File: src/rtl/clkgate_mc.sv
// clkgate_mc: N independent gated-clock channels, each kept open for HOLD extra
// cycles after its enable drops; SE forces every gated clock open for test.
module clkgate_mc #(
    parameter int N      = 4,
    parameter int HOLD   = 8,
    parameter int HOLD_W = 4
) (
    input  logic         CK,
    input  logic         RST,
    input  logic [N-1:0] E,
    input  logic         SE,
    output logic [N-1:0] GCK,
    output logic [N-1:0] ACT,
    output logic         ALL_OFF
);

    typedef enum logic [1:0] {
        ST_OFF  = 2'b00,
        ST_ON   = 2'b01,
        ST_HOLD = 2'b10
    } state_t;

    localparam logic [HOLD_W-1:0] CNT_ZERO = {HOLD_W{1'b0}};
    localparam logic [HOLD_W-1:0] CNT_ONE  = HOLD_W'(32'sd1);
    localparam logic [HOLD_W-1:0] CNT_LOAD = (HOLD > 32'sd0) ? HOLD_W'(HOLD - 32'sd1) : {HOLD_W{1'b0}};

    state_t            state_q [N];
    state_t            state_d [N];
    logic [HOLD_W-1:0] cnt_q   [N];
    logic [HOLD_W-1:0] cnt_d   [N];
    logic [N-1:0]      act_d;
    logic [N-1:0]      act_q;
    logic              all_off_d;
    logic              all_off_q;
    logic [N-1:0]      en_l;

    // Per-channel next-state, hold counter and activity decode.
    always_comb begin
        for (int i = 0; i < N; i++) begin
            state_d[i] = state_q[i];
            cnt_d[i]   = cnt_q[i];
            case (state_q[i])
                ST_OFF: begin
                    if (E[i]) begin
                        state_d[i] = ST_ON;
                    end else begin
                        state_d[i] = ST_OFF;
                    end
                end
                ST_ON: begin
                    if (E[i]) begin
                        state_d[i] = ST_ON;
                    end else if (HOLD > 32'sd0) begin
                        state_d[i] = ST_HOLD;
                        cnt_d[i]   = CNT_LOAD;
                    end else begin
                        state_d[i] = ST_OFF;
                        cnt_d[i]   = CNT_ZERO;
                    end
                end
                ST_HOLD: begin
                    if (E[i]) begin
                        state_d[i] = ST_ON;
                        cnt_d[i]   = CNT_ZERO;
                    end else if (cnt_q[i] == CNT_ZERO) begin
                        state_d[i] = ST_OFF;
                    end else begin
                        state_d[i] = ST_HOLD;
                        cnt_d[i]   = cnt_q[i] - CNT_ONE;
                    end
                end
                default: begin
                    state_d[i] = ST_OFF;
                    cnt_d[i]   = CNT_ZERO;
                end
            endcase
            act_d[i] = (state_d[i] != ST_OFF);
        end
        all_off_d = ~|act_d;
    end

    // State, counters and registered status outputs.
    always_ff @(posedge CK) begin
        if (RST) begin
            for (int i = 0; i < N; i++) begin
                state_q[i] <= ST_OFF;
                cnt_q[i]   <= CNT_ZERO;
            end
            act_q     <= {N{1'b0}};
            all_off_q <= 1'b1;
        end else begin
            for (int i = 0; i < N; i++) begin
                state_q[i] <= state_d[i];
                cnt_q[i]   <= cnt_d[i];
            end
            act_q     <= act_d;
            all_off_q <= all_off_d;
        end
    end

    // Enable latch: only follows its input while CK is low, so GCK cannot glitch.
    always_latch begin
        if (!CK) begin
            en_l = act_q | {N{SE}};
        end
    end

    assign GCK     = en_l & {N{CK}};
    assign ACT     = act_q;
    assign ALL_OFF = all_off_q;

endmodule

File: config.mk
export PLATFORM = sky130hd
export DESIGN_NAME = clkgate_mc
export DESIGN_NICKNAME = d
export VERILOG_FILES = /design/src/rtl/clkgate_mc.sv
export SDC_FILE = /design/constraint.sdc
export NUM_CORES = 1
export LEC_CHECK = 0
export ABC_AREA = 1
export BUFFER_PORTS_ARGS = -buffer_cell sky130_fd_sc_hd__buf_4
export CORE_UTILIZATION = 56
export DETAILED_ROUTE_END_ITERATION = 8
export PLACE_DENSITY = 0.81
export SLEW_MARGIN = 15
export SYNTH_ARGS = -nofsm -noshare
export SYNTH_HDL_FRONTEND = slang
export SYNTH_SLANG_ARGS = --single-unit
File: constraint.sdc
create_clock -name CK -period 1.6 [get_ports CK]
set_input_delay 0 -clock CK [delete_from_list [all_inputs] [get_ports CK]]
set_output_delay 0 -clock CK [all_outputs]
set_load 0.01 [all_outputs]
---- Word level (Yosys, flattened, before mapping) ----
Memories as Yosys holds them, arrays and structs flattened.
Index checks and enable logic that the tools add are counted.
word-level totals
  register bits ........................... 5
  bits in latches ......................... 4
  memory bits (writable) .................. 24
  input port bits ......................... 7
  output and inout port bits .............. 9
  logic and storage cells ................. 93
  memories kept ........................... 2
operators by class
  $add $sub $neg .......................... 4
  eq/ne operators ......................... 8
  multiplexer cells ....................... 49
  bitwise logic cells ..................... 10
  reduce and logical (&&, ||, !) cells .... 14
memories
  name     words  bits a word  rd ports  clocked after Yosys merged registers in  wr ports  line  source
  cnt_q    4      4            4         0                                        4         29    logic [HOLD_W-1:0] cnt_q [N];
  state_q  4      2            4         0                                        4         27    state_t state_q [N];
operators by type and width
  cell                                                                 number
  4-bit two-way mux                                                    18
  4-bit case mux with 3 select lines                                   4
  2-bit two-way mux                                                    16
  2-bit case mux with 3 select lines                                   4
  4-bit logical NOT                                                    4
  4-bit by 1-bit subtractor with 4-bit output (second input constant)  4
  2-bit by 1-bit == test with 1-bit output (second input constant)     4
  2-bit == test (second input constant)                                4
  2-bit logical NOT                                                    4
  1-bit OR                                                             8
  2-bit nonzero test                                                   4
  1-bit two-way mux                                                    7
  4-bit AND                                                            1
  4-bit OR                                                             1
  4-bit OR reduction                                                   1
  1-bit logical NOT                                                    1

---- Depth between registers and ports, before layout ----
Gate-level depths: netlist of the first run.
An unclocked memory read counts as a cell.
  depth after elaboration ................. 8
  gate-level depth with buffers ........... 10
  depth with buffers taken out ............ 10

==> results.toml, run 1 <==
[yosys]
yosysTopAreaCellShare_pct = 30.39
synthTopCellsByCount = "nand2_1 (61), inv_1 (46), nor2_1 (38)"
synthArstFlopShare_pct = 0
synth_xor_area_share_pct = 0.4584
avgSynthCellArea_um2 = 6.897
synth-simple-area-share_pct = 27.11
synth_top_family_by_area = "simple AND/OR/NAND/NOR gates"
synth_top_area_cell = "dfxtp_1"
synth_fa_ha_area_share_pct = 15.72
ys_warn_count = 0
ys.flop_type = "dfxtp_1"
yosys_register_bits = 33
synth_enable_flop_cells = 0
syn_area_um2 = 1911
netlist_instances = 277
synth.most_common_cell = "nand2_1"
synth-compound-area-share_pct = 13.10
synth.distinct_cells = 26
synth_nets = 308
post_synth_mux_area_share_pct = 0
synthTopCellsByArea = "dfxtp_1 (30%), ha_1 (16%), nand2_1 (12%)"

[setup_path]
end_kind = "output port"
cp-start-kind = "latch"
max_stage_delay_ps = 400
crit_arrival_ps = 1870
r2r_slack_ps = 160
cpLargestDelayFamily = "latches"
worst-setup-path-type = "latch to output port"
cp_cell_sequence = "nand2_1 > inv_1 > buf_4"
crit_fanout = 1
crit_buf_inv = 2
slowest_stage = "dlxtn_1"
r2r_start = "state_q[2][1]"
ff2ff_path_depth = 9
required_ps = 1600
r2r-end = "ALL_OFF"

[timing]
fin_skew_ps = 11.55
hold_viol = 0
fin_ws_ps = -268.0
worst_pin_slew_ps = 284.3
slew_headroom_pct = 80.99
drv_slew = 0
rsz0062_at_grt = "yes"
finalSetupViolations = 8

[hold_path]
hold_path.class = "input port to flop"
hold_path_end = "state_q[3][1]"
holdCritStartpoint = "E[3]"
holdPathStages = 5

[floorplan]
ios = 16
die_h_um = 60.41
die_x_um = 60.41
core_um2 = 3153
design.die.area_um2 = 3649
rows = 20
start_util_pct = 60.60

[place]
dpl_worst_slack_ps = 190.8
io_buffers = 15
gp_congestion = 0.8599
dp.final_hpwl_mm = 2.547

[global_route]
grt_max_degree = 28
grt_usage_pct = 22.46
met2_usage_pct = 37.21
use_met3_pct = 7.463
grt_pass1_wl_mm = 6.044
first_global_vias = 1632
antenna_found_initial = 0
overflow = 0
busiest_layer = "met2"
use_met1_pct = 24.47

[run_status]
status = "complete, but fails checks"
violations = "setup timing"

[cts]
clk_pin_slew_worst_paths_ps = 110
clock_latency_ps = 440
post_cts_buffers = 0
cts_tree = "done"

[run]
cap_violations = 0

[detailed_routing]
route.detailed.drc = 0
initialDrtViolationCount = 100
post_drt_wl_per_cell_um = 10.36
drt-vias-per-instance = 4.997
num_vias = 1754
ant_nets = 0
drt_first_pass_iters = 4
wirelength_mm = 3.636

[layout]
nFillCells = 277
areaGrowthSynthToFinish_pct = 18.40
register_area_um2 = 640.6
multi_input_area_um2 = 1087
drive_above_1_share_pct = 13.36
n_antenna_cell = 0
fin_util_pct = 71.75
fin_nets = 337

[pwr]
p_per_area_nw_per_um2 = 989.4
total_power_uw = 2238
p_leak_uw = 0.001097
irDropWorstVdd_mv = 0.5865
[how the worst max path moves through the flow]
stage,slack [ps],from,end,cells past startpoint
floorplan,230,ACT[0],en_l[0],1
global placement,200,state_q[2][0],cnt_q[2][3],9
detailed placement,190,state_q[2][0],cnt_q[2][2],9
CTS,-290,en_l[3],GCK[3],3
global route,-330,en_l[3],GCK[3],3
finish,-270,en_l[3],GCK[3],3
[placed cells by master (no fill, tap or decap), drive strengths merged, types with 6 or more instances in the layout]
cell type / count
nand2: 62
inv: 48
nor2: 39
dfxtp: 29
ha: 24
a21oi: 23
nand3: 15
buf: 15
clkbuf: 11
o21ai: 9
or2: 6
dlygate4sd3: 6
[worst register-to-register path, stage by stage (launching register included)]
cell	delay, ps
dfxtp_1	380
inv_1	70
ha_1	220
nor2_1	150
nand2_1	70
nand2_1	110
nand2_1	70
nor2_1	100
nand2_1	60
o21bai_1	140
[kinds of logic after synthesis]
kind of cell,count (synthesis)
fa+ha+maj,24
simple gates,125
buf+inv,51
compound gates,43
latches,4
flops,29
xor+xnor,1
[registers in the layout, indices dropped and copies added, names as in the netlist]
name,cells
cnt_q,16
state_q,8
ACT,4
en_l,4
ALL_OFF,1
[per-stage QoR]
step / setup TNS, ps / std cells / hold slack, ps / instance area [µm²]
finish: -969.3 / 351 / 424.1 / 2262
global route: -1192 / 351 / 439.5 / 2262
CTS: -1033 / 351 / 390.3 / 2248
detailed placement: 0 / 333 / 168.7 / 2066
global placement: 0 / 333 / 168.7 / 2066
floorplan: 0 / 277 / 108.9 / 1911
[metal layers]
| metal | share of wire (%) | vias to the layer above |
|---|---|---|
| li1 | - | 923 |
| met1 | 47 | 783 |
| met2 | 47 | 37 |
| met3 | 3.6 | 11 |
| met4 | 2.1 | 0 |
| met5 | 0 | - |
[power by group]
part	internal, µW	switching, µW	leakage (µW)
Sequential	836	26.9	0.000270
Combinational	125	178	0.000700
Clock	620	452	0.000127
[area by class of cell]
| class | count | share of cell area [%] |
|---|---|---|
| clock inverter | 5 | 1.991 |
| inverter | 44 | 7.301 |
| sequential | 33 | 28.32 |
| timing repair buffer | 17 | 6.305 |
| clock buffer | 15 | 5.586 |
| multi-input combinational | 193 | 48.06 |
| tap | 44 | 2.434 |
[timing repair]
| item | 4_1_cts | 5_1_grt |
|---|---|---|
| endpoints found under the hold margin | 28 | 0 |
| pin swaps | 3 | 1 |
| hold buffers | 6 | 0 |
| gates cloned | 0 | 0 |
| endpoints found under the setup margin | 8 | 14 |
| gates resized for setup | 2 | 3 |
Power figures use the tool's default switching activity.
==> run 2: changes to the inputs <==
ABC_AREA = default   (was 1)
HOLD_SLACK_MARGIN = 0.12   (was default)
PLACE_DENSITY = 0.82   (was 0.81)
SLEW_MARGIN = default   (was 15)
==> run 2 against run 1 <==
Compared with the run above: the flow still finishes with violations (setup timing); die area is 5.5% lower; critical path depth is 1 lower; register-to-register slack worse by 230 ps; final area is 12% higher; critical path type unchanged.
==> results.toml, run 2 <==
[run_status]
status = "complete, but fails checks"
violations = "setup timing"

[global_route]
grt_usage_pct = 26.84
use_met3_pct = 7.692
first_global_vias = 1651
overflow = 0
grt_pass1_wl_mm = 6.824
busiest_layer = "met2"
antenna_found_initial = 0
met2_usage_pct = 45.94
use_met1_pct = 29.77
grt_max_degree = 30

[layout]
drive_above_1_share_pct = 40.96
final_cells = 315
fin_nets = 301
n_antenna_cell = 0
nFillCells = 179
largest_reg_flops = 16
fin_util_pct = 83.28
mostFrequentLayoutCells = "buf_4 (43), nor2_1 (21), dfxtp_1 (17)"
final_common_cell = "buf_4"
top_register = "cnt_q"
areaGrowthSynthToFinish_pct = 41.11
reg.largest.list = "cnt_q (16), state_q (8)"

[timing]
finalSetupViolations = 11
worst_pin_slew_ps = 425.0
fin_skew_ps = 15.29
fin_ws_ps = -274.0
slew_headroom_pct = 71.31
hold_viol = 0
drv_slew = 0
rsz0062_at_grt = "yes"
tns_ps = -1192

[yosys]
synthTopCellsByCount = "dfxtp_1 (29), ha_1 (24), inv_1 (22)"
synth-simple-area-share_pct = 21.11
yosysTopAreaCellShare_pct = 32.22
synth_top_family_by_area = "simple AND/OR/NAND/NOR gates"
synth_fa_ha_area_share_pct = 16.67
yosys_register_bits = 33
synth-compound-area-share_pct = 20.76
synth.distinct_cells = 38
synth_xor_area_share_pct = 0.4861
post_synth_mux_area_share_pct = 0
synth_enable_flop_cells = 0
ys_warn_count = 0
synthArstFlopShare_pct = 0
synthTopCellsByArea = "dfxtp_1 (32%), ha_1 (17%), a21oi_1 (5.0%)"
synth_top_area_cell = "dfxtp_1"
synth_nets = 241
netlist_instances = 210
syn_area_um2 = 1802
avgSynthCellArea_um2 = 8.580
synth.most_common_cell = "dfxtp_1"
ys.flop_type = "dfxtp_1"

[pwr]
irDropWorstVdd_mv = 0.7647
p_per_area_nw_per_um2 = 854.6
p_leak_uw = 0.001056

[detailed_routing]
post_drt_wl_per_cell_um = 14.14
ant_nets = 0
initialDrtViolationCount = 60
wirelength_mm = 4.455
route.detailed.drc = 0
drt-vias-per-instance = 5.467
drt_first_pass_iters = 4
num_vias = 1722

[cts]
cts_tree = "done"
clk_pin_slew_worst_paths_ps = 110
clock_latency_ps = 440

[floorplan]
rows = 20
design.die.area_um2 = 3448
ios = 16
start_util_pct = 59.02
core_um2 = 3053
die_x_um = 58.72
die_h_um = 58.72

[run]
cap_violations = 0

[setup_path]
worst-setup-path-type = "latch to output port"
crit_arrival_ps = 1870
required_ps = 1600
crit_fanout = 1
end_kind = "output port"
cp-start-kind = "latch"

[place]
io_buffers = 15
dp.final_hpwl_mm = 2.833
gp_congestion = 0.8340
dpl_worst_slack_ps = -132.2
dp.cells = 295

[hold_path]
hold_path.class = "input port to latch"
==> run 2: per-layer routing <==
| metal | wire, µm | share of wire, % |
|---|---|---|
| met3 | 231 | 5.2 |
| met4 | 68 | 1.5 |
| met5 | 0 | 0 |
| met2 | 2310 | 52 |
| met1 | 1845 | 41 |
==> run 2: worst max-delay path, cell delays in order (launching register included) <==
cell	delay, ps
dlxtn_1	410
and2_4	130
buf_6	90
==> run 2: where the power goes <==
part           total, µW  switching, µW  internal, µW
logic                397            194           202
registers            862           27.3           835
clock network        914            420           494
==> run 2: final timing paths <==
| kind | end | cells after the start | start | slack, ps |
|---|---|---|---|---|
| worst max-delay path | GCK[1] | 2 | en_l[1] | -270 |
| worst min-delay path | en_l[2] | 3 | SE | 430 |
| worst max register to register | cnt_q[0][3] | 6 | state_q[0][0] | -70 |
| worst min register to register | cnt_q[3][0] | 2 | cnt_q[3][0] | 480 |
==> run 2: layout make-up <==
cell class	count	area [µm²]	area share [%]
inverter	22	82.58	3.248
sequential	33	655.6	25.79
multi-input combinational	151	1242	48.87
clock buffer	16	123.9	4.872
tap	44	55.05	2.165
timing repair buffer	49	382.9	15.06
==> run 2: what timing repair did <==
action / 4_1_cts / 5_1_grt
resized for setup: 26 / 38
hold buffers: 6 / 0
endpoints found under the setup margin: 22 / 31
pin swaps: 11 / 17
buffers inserted: 1 / 2
endpoints found under the hold margin: 32 / 0
==> run 2: per-stage QoR <==
step           hold slack [ps]  area, µm²  total power [µW]
3_5_place_dp             200.8       2191              1373
5_1_grt                  424.8       2542              2286
3_3_place_gp             200.8       2191              1360
2_1_floorplan            87.44       1813              1139
4_1_cts                  414.2       2416              2083
6_report                 430.7       2542              2173
==> run 2: cells by family after synthesis <==
family | after synthesis
compound gates | 57
xor+xnor | 1
fa+ha+maj | 24
buf+inv | 26
flops | 29
latches | 4
simple gates | 69
